==> src/rtl/ahb_arbiter.sv <==
// AHB bus arbiter: round-robin grant among N_MASTERS with lock holding,
// SPLIT masking and default-master parking. All outputs are registered and
// advance only on HREADY edges; the split mask is tracked on every edge.
module ahb_arbiter #(
  parameter int N_MASTERS      = 4,
  parameter int DEFAULT_MASTER = 0
) (
  input  logic                 i_hclk,
  input  logic                 i_hreset_n,
  input  logic                 i_hready,
  input  logic [1:0]           i_hresp,
  input  logic [N_MASTERS-1:0] i_hbusreq,
  input  logic [N_MASTERS-1:0] i_hlock,
  input  logic [N_MASTERS-1:0] i_hsplit,
  output logic [N_MASTERS-1:0] o_hgrant,
  output logic [3:0]           o_hmaster,
  output logic [3:0]           o_hmaster_data,
  output logic                 o_hmastlock
);
  localparam int                   IW       = (N_MASTERS > 1) ? $clog2(N_MASTERS) : 1;
  localparam logic [1:0]           RESP_RTY = 2'd2;
  localparam logic [1:0]           RESP_SPL = 2'd3;
  localparam logic [IW-1:0]        DEF_IDX  = IW'(DEFAULT_MASTER);
  localparam logic [N_MASTERS-1:0] DEF_GNT  = N_MASTERS'(1) << DEFAULT_MASTER;

  logic [IW-1:0]        hmaster_q;
  logic [IW-1:0]        hmaster_data_q;
  logic [IW-1:0]        rr_ptr;
  logic [N_MASTERS-1:0] split_mask;

  logic [IW-1:0]        grant_idx;
  logic [N_MASTERS-1:0] elig;
  logic                 hold;
  logic [IW-1:0]        cand;
  logic [IW-1:0]        scan_idx;
  logic                 scan_hit;
  logic [IW-1:0]        next_idx;
  logic [N_MASTERS-1:0] split_nxt;

  // Upper index bits are zero for narrow configurations.
  assign o_hmaster      = 4'(hmaster_q);
  assign o_hmaster_data = 4'(hmaster_data_q);

  // Encode the one-hot grant back into an index.
  always_comb begin
    grant_idx = '0;
    for (int n = 0; n < N_MASTERS; n++)
      if (o_hgrant[n]) grant_idx = IW'(n);
  end

  // Next-grant selection: lock/RETRY hold, else round-robin after rr_ptr,
  // else park on the default master. A masked holder never keeps the bus.
  always_comb begin
    elig     = i_hbusreq & ~split_mask;
    hold     = o_hmastlock && !split_mask[grant_idx] &&
               (i_hlock[hmaster_q] || (i_hresp == RESP_RTY));
    cand     = '0;
    scan_idx = DEF_IDX;
    scan_hit = 1'b0;
    for (int k = 1; k <= N_MASTERS; k++) begin
      cand = IW'((int'(rr_ptr) + k) % N_MASTERS);
      if (!scan_hit && elig[cand]) begin
        scan_idx = cand;
        scan_hit = 1'b1;
      end
    end
    if (hold)          next_idx = grant_idx;
    else if (scan_hit) next_idx = scan_idx;
    else               next_idx = DEF_IDX;
  end

  // Split mask: release by HSPLIT, then set for the data-phase owner (set wins).
  always_comb begin
    split_nxt = split_mask & ~i_hsplit;
    if (i_hready && (i_hresp == RESP_SPL))
      split_nxt[hmaster_data_q] = 1'b1;
  end

  // Split mask register, updated regardless of HREADY.
  always_ff @(posedge i_hclk or negedge i_hreset_n) begin
    if (!i_hreset_n) split_mask <= '0;
    else             split_mask <= split_nxt;
  end

  // Grant/owner pipeline advances only when the bus is ready.
  always_ff @(posedge i_hclk or negedge i_hreset_n) begin
    if (!i_hreset_n) begin
      o_hgrant       <= DEF_GNT;
      hmaster_q      <= DEF_IDX;
      hmaster_data_q <= DEF_IDX;
      o_hmastlock    <= 1'b0;
      rr_ptr         <= DEF_IDX;
    end else if (i_hready) begin
      o_hgrant       <= N_MASTERS'(1) << next_idx;
      hmaster_q      <= grant_idx;
      hmaster_data_q <= hmaster_q;
      o_hmastlock    <= i_hlock[grant_idx];
      if (elig[next_idx]) rr_ptr <= next_idx;
    end
  end
endmodule
==> config.mk <==
export PLATFORM = sky130hd
export DESIGN_NAME = ahb_arbiter
export DESIGN_NICKNAME = d
export VERILOG_FILES = /design/src/rtl/ahb_arbiter.sv
export SDC_FILE = /design/constraint.sdc
export NUM_CORES = 1
export LEC_CHECK = 0
export BUFFER_PORTS_ARGS = -buffer_cell sky130_fd_sc_hd__buf_2
export CORE_UTILIZATION = 53
export DETAILED_ROUTE_END_ITERATION = 8
export GPL_TIMING_DRIVEN = 1
export PLACE_DENSITY = 0.87
export SKIP_CTS_REPAIR_TIMING = 1
export SLEW_MARGIN = 20
export SYNTH_ARGS = -nofsm -noshare
export SYNTH_HDL_FRONTEND = slang
export SYNTH_SLANG_ARGS = --single-unit
==> constraint.sdc <==
create_clock -name i_hclk -period 4.1 [get_ports i_hclk]
set_input_delay 0.615 -clock i_hclk [delete_from_list [all_inputs] [get_ports i_hclk]]
set_output_delay 0.615 -clock i_hclk [all_outputs]
set_load 0.005 [all_outputs]
==> results.json <==
{
  "status": "completed",
  "fin_crit_ns": 2.54,
  "place_congestion": 0.897,
  "critPathSlowestCell": "or4b_1",
  "critPathArrivalTime_ns": 2.71,
  "syn_inst": 113,
  "report.power.total_w": 0.000702,
  "layout_commonest_cell": "buf_2",
  "cpLargestDelayFamily": "compound AO/OA/AOI/OAI gates",
  "synth_area_per_cell_um2": 8.61,
  "grt_max_degree": 16,
  "synth.area.top_cells": "dfrtp_1 36%, nor2_1 5.0%, nor2b_1 4.5%",
  "hold_ws_ns": 0.225,
  "switching_share_pct": 43.0,
  "port_buffers": 25,
  "drt_pass1_iterations": 4,
  "antennaDiodeCount": 0,
  "p_leak_nw": 0.542,
  "cts_root_buf": "clkbuf_4",
  "yosys.area.top_type": "dfrtp_1",
  "wl_um": 2250,
  "yosysWarnings": 0,
  "maxSlewViolCount": 0,
  "hp-class": "in -> async",
  "synth_seq_cells": 15,
  "die-area_um2": 2010,
  "cap_violations": 0,
  "mostFrequentLayoutCells": "25 x buf_2, 14 x dfrtp_1, 13 x nor2_1",
  "final_nets": 156,
  "std_cell_rows": 15,
  "cts_max_level": 1,
  "fill_cells": 151,
  "final_core_util_pct": 65.1,
  "async_reset_ff_share_pct": 100,
  "dpl-instance-area_um2": 1100,
  "die_width_um": 44.9,
  "synth_edf_count": 0,
  "cp-start-kind": "flop",
  "tns_ns": 0,
  "worstPathCellList": "mux2i_1, a211oi_1, or4b_1, a221oi_2, o2111ai_1, a221o_1",
  "clock-skew-final_ns": 0.00348,
  "final-hold-violation-count": 0,
  "period_share_pct": 62.0,
  "yosysUniqueCellTypes": 39,
  "syn_area_um2": 973,
  "routedWlPerCell_um": 13.8,
  "p_int_w": 0.000400,
  "tightest_slew_ns": 0.563,
  "p_per_area_nw_per_um2": 624,
  "vias_per_cell": 5.88,
  "path_max_fanout": 6,
  "dr.first_iter.drc_count": 50,
  "p_seq_share_pct": 39.4,
  "boundaryPins": 30,
  "cp.depth": 6,
  "crit_type": "reg -> reg",
  "synth_top_area_share_pct": 36.0,
  "core_um2": 1730,
  "p_switching_w": 0.000302,
  "seq_area_frac_synth_pct": 38.7,
  "drive_gt1_share_pct": 23.9,
  "peakVddDrop_uv": 338,
  "place_hpwl_um": 1750,
  "start_util_pct": 56.4,
  "critPathBufInv": 0,
  "grt_use_total_pct": 24.9,
  "cts_buffers": 3,
  "grt_pass1_wl_um": 3660,
  "max_freq_mhz": 393,
  "setup_violations": 0,
  "worstSkewPairLatency_ns": 0.28,
  "clkPwrFrac_pct": 11.8,
  "clockBufferDepth": 2,
  "drc": 0,
  "cts_tree": "done",
  "clkTransAtPathRegs_ns": 0.09,
  "endpoint_kind": "flop",
  "reg2reg_depth": 6,
  "cts_sinks": 15,
  "synth-main-ff-cell": "dfrtp_1",
  "relSlewSlack_pct": 62.2,
  "die_h_um": 44.9,
  "combPwrFrac_pct": 48.8,
  "vias": 958,
  "crit_required_ns": 4.27,
  "grt_pass1_vias": 857,
  "drtAntennaViolNets": 0,
  "synthToLayoutAreaGrowth_pct": 15.6,
  "antenna_found_initial": 0,
  "rsz0062_at_grt": "false",
  "slowest_delay_ns": 0.63,
  "design_area_um2": 1120,
  "grt_overflow": 0
}
[per-layer routing]
metal | part of all wire, % | global-route usage [%]
met4 | 0.27 | 10.3
met3 | 6.3 | 4.40
met2 | 51 | 41.8
met5 | 0 | 0
met1 | 42 | 31.8
[worst reg2reg max path: cells and delay by family (launching register included)]
family	cells	cell delay, ns
AO/OA/AOI/OAI	4	1.09
AND/OR/NAND/NOR	1	0.63
flip-flops	1	0.47
multiplexers	1	0.25
[synth_stat cells, drive strengths merged, types with 3 or more instances]
cell type	number
a21o	3
buf	5
nor3	5
nand3	3
a21oi	8
nand2b	3
dfrtp	14
nor2b	7
nand2	4
o21ai	3
mux2	4
nor2	13
inv	10
o22ai	4
[per-stage QoR]
stage	setup slack (ns)	instances
floorplan	1.64	116
global placement	1.47	159
detailed placement	1.42	159
CTS	1.60	163
global route	1.41	163
finish	1.56	163
[power by group through the flow]
| stage | clock network [W] | logic, W | registers, W |
|---|---|---|---|
| after floorplan | 0 | 0.000257 | 0.000257 |
| after global placement | 0 | 0.000323 | 0.000273 |
| after detailed placement | 0 | 0.000336 | 0.000277 |
| after CTS | 0.0000856 | 0.000337 | 0.000275 |
| after global routing | 0.0000929 | 0.000378 | 0.000287 |
| final | 0.0000831 | 0.000342 | 0.000276 |
[cell type report]
| class | count | area, um2 | area share, % |
|---|---|---|---|
| clock buffers | 4 | 26.3 | 2.34 |
| inverters | 10 | 37.5 | 3.34 |
| well taps | 25 | 31.3 | 2.78 |
| multi-input cells | 84 | 528 | 46.9 |
| repair buffers | 25 | 125 | 11.1 |
| flip-flops and latches | 15 | 377 | 33.5 |
[final timing paths]
check,slack (ns),startpoint,to
worst max-delay path,1.56,o_hgrant[1],rr_ptr[0]
worst min-delay path,0.23,i_hreset_n,hmaster_data_q[1]
worst max register to register,1.56,o_hgrant[1],rr_ptr[0]
worst min register to register,0.54,o_hgrant[0],o_hgrant[0]
max in group asynchronous,3.58,i_hreset_n,o_hgrant[0]
min in group i_hclk,0.52,i_hsplit[1],split_mask[1]
[flip-flops by register name, summed over array words and instances, names as in the netlist]
register,count
o_hmastlock,1
o_hgrant,4
hmaster_data_q,2
hmaster_q,2
rr_ptr,2
split_mask,4
[cells by family (layout without fill, tap and decap cells)]
logic type	after synthesis	count (layout)	synth area share (%)
AO/OA/AOI/OAI	32	32	23.5
buffers and inverters	17	39	8.23
flip-flops	15	15	38.7
multiplexers	6	6	6.68
other	1	4	0.385
AND/OR/NAND/NOR	42	42	22.5
Power figures use the tool's default switching activity.
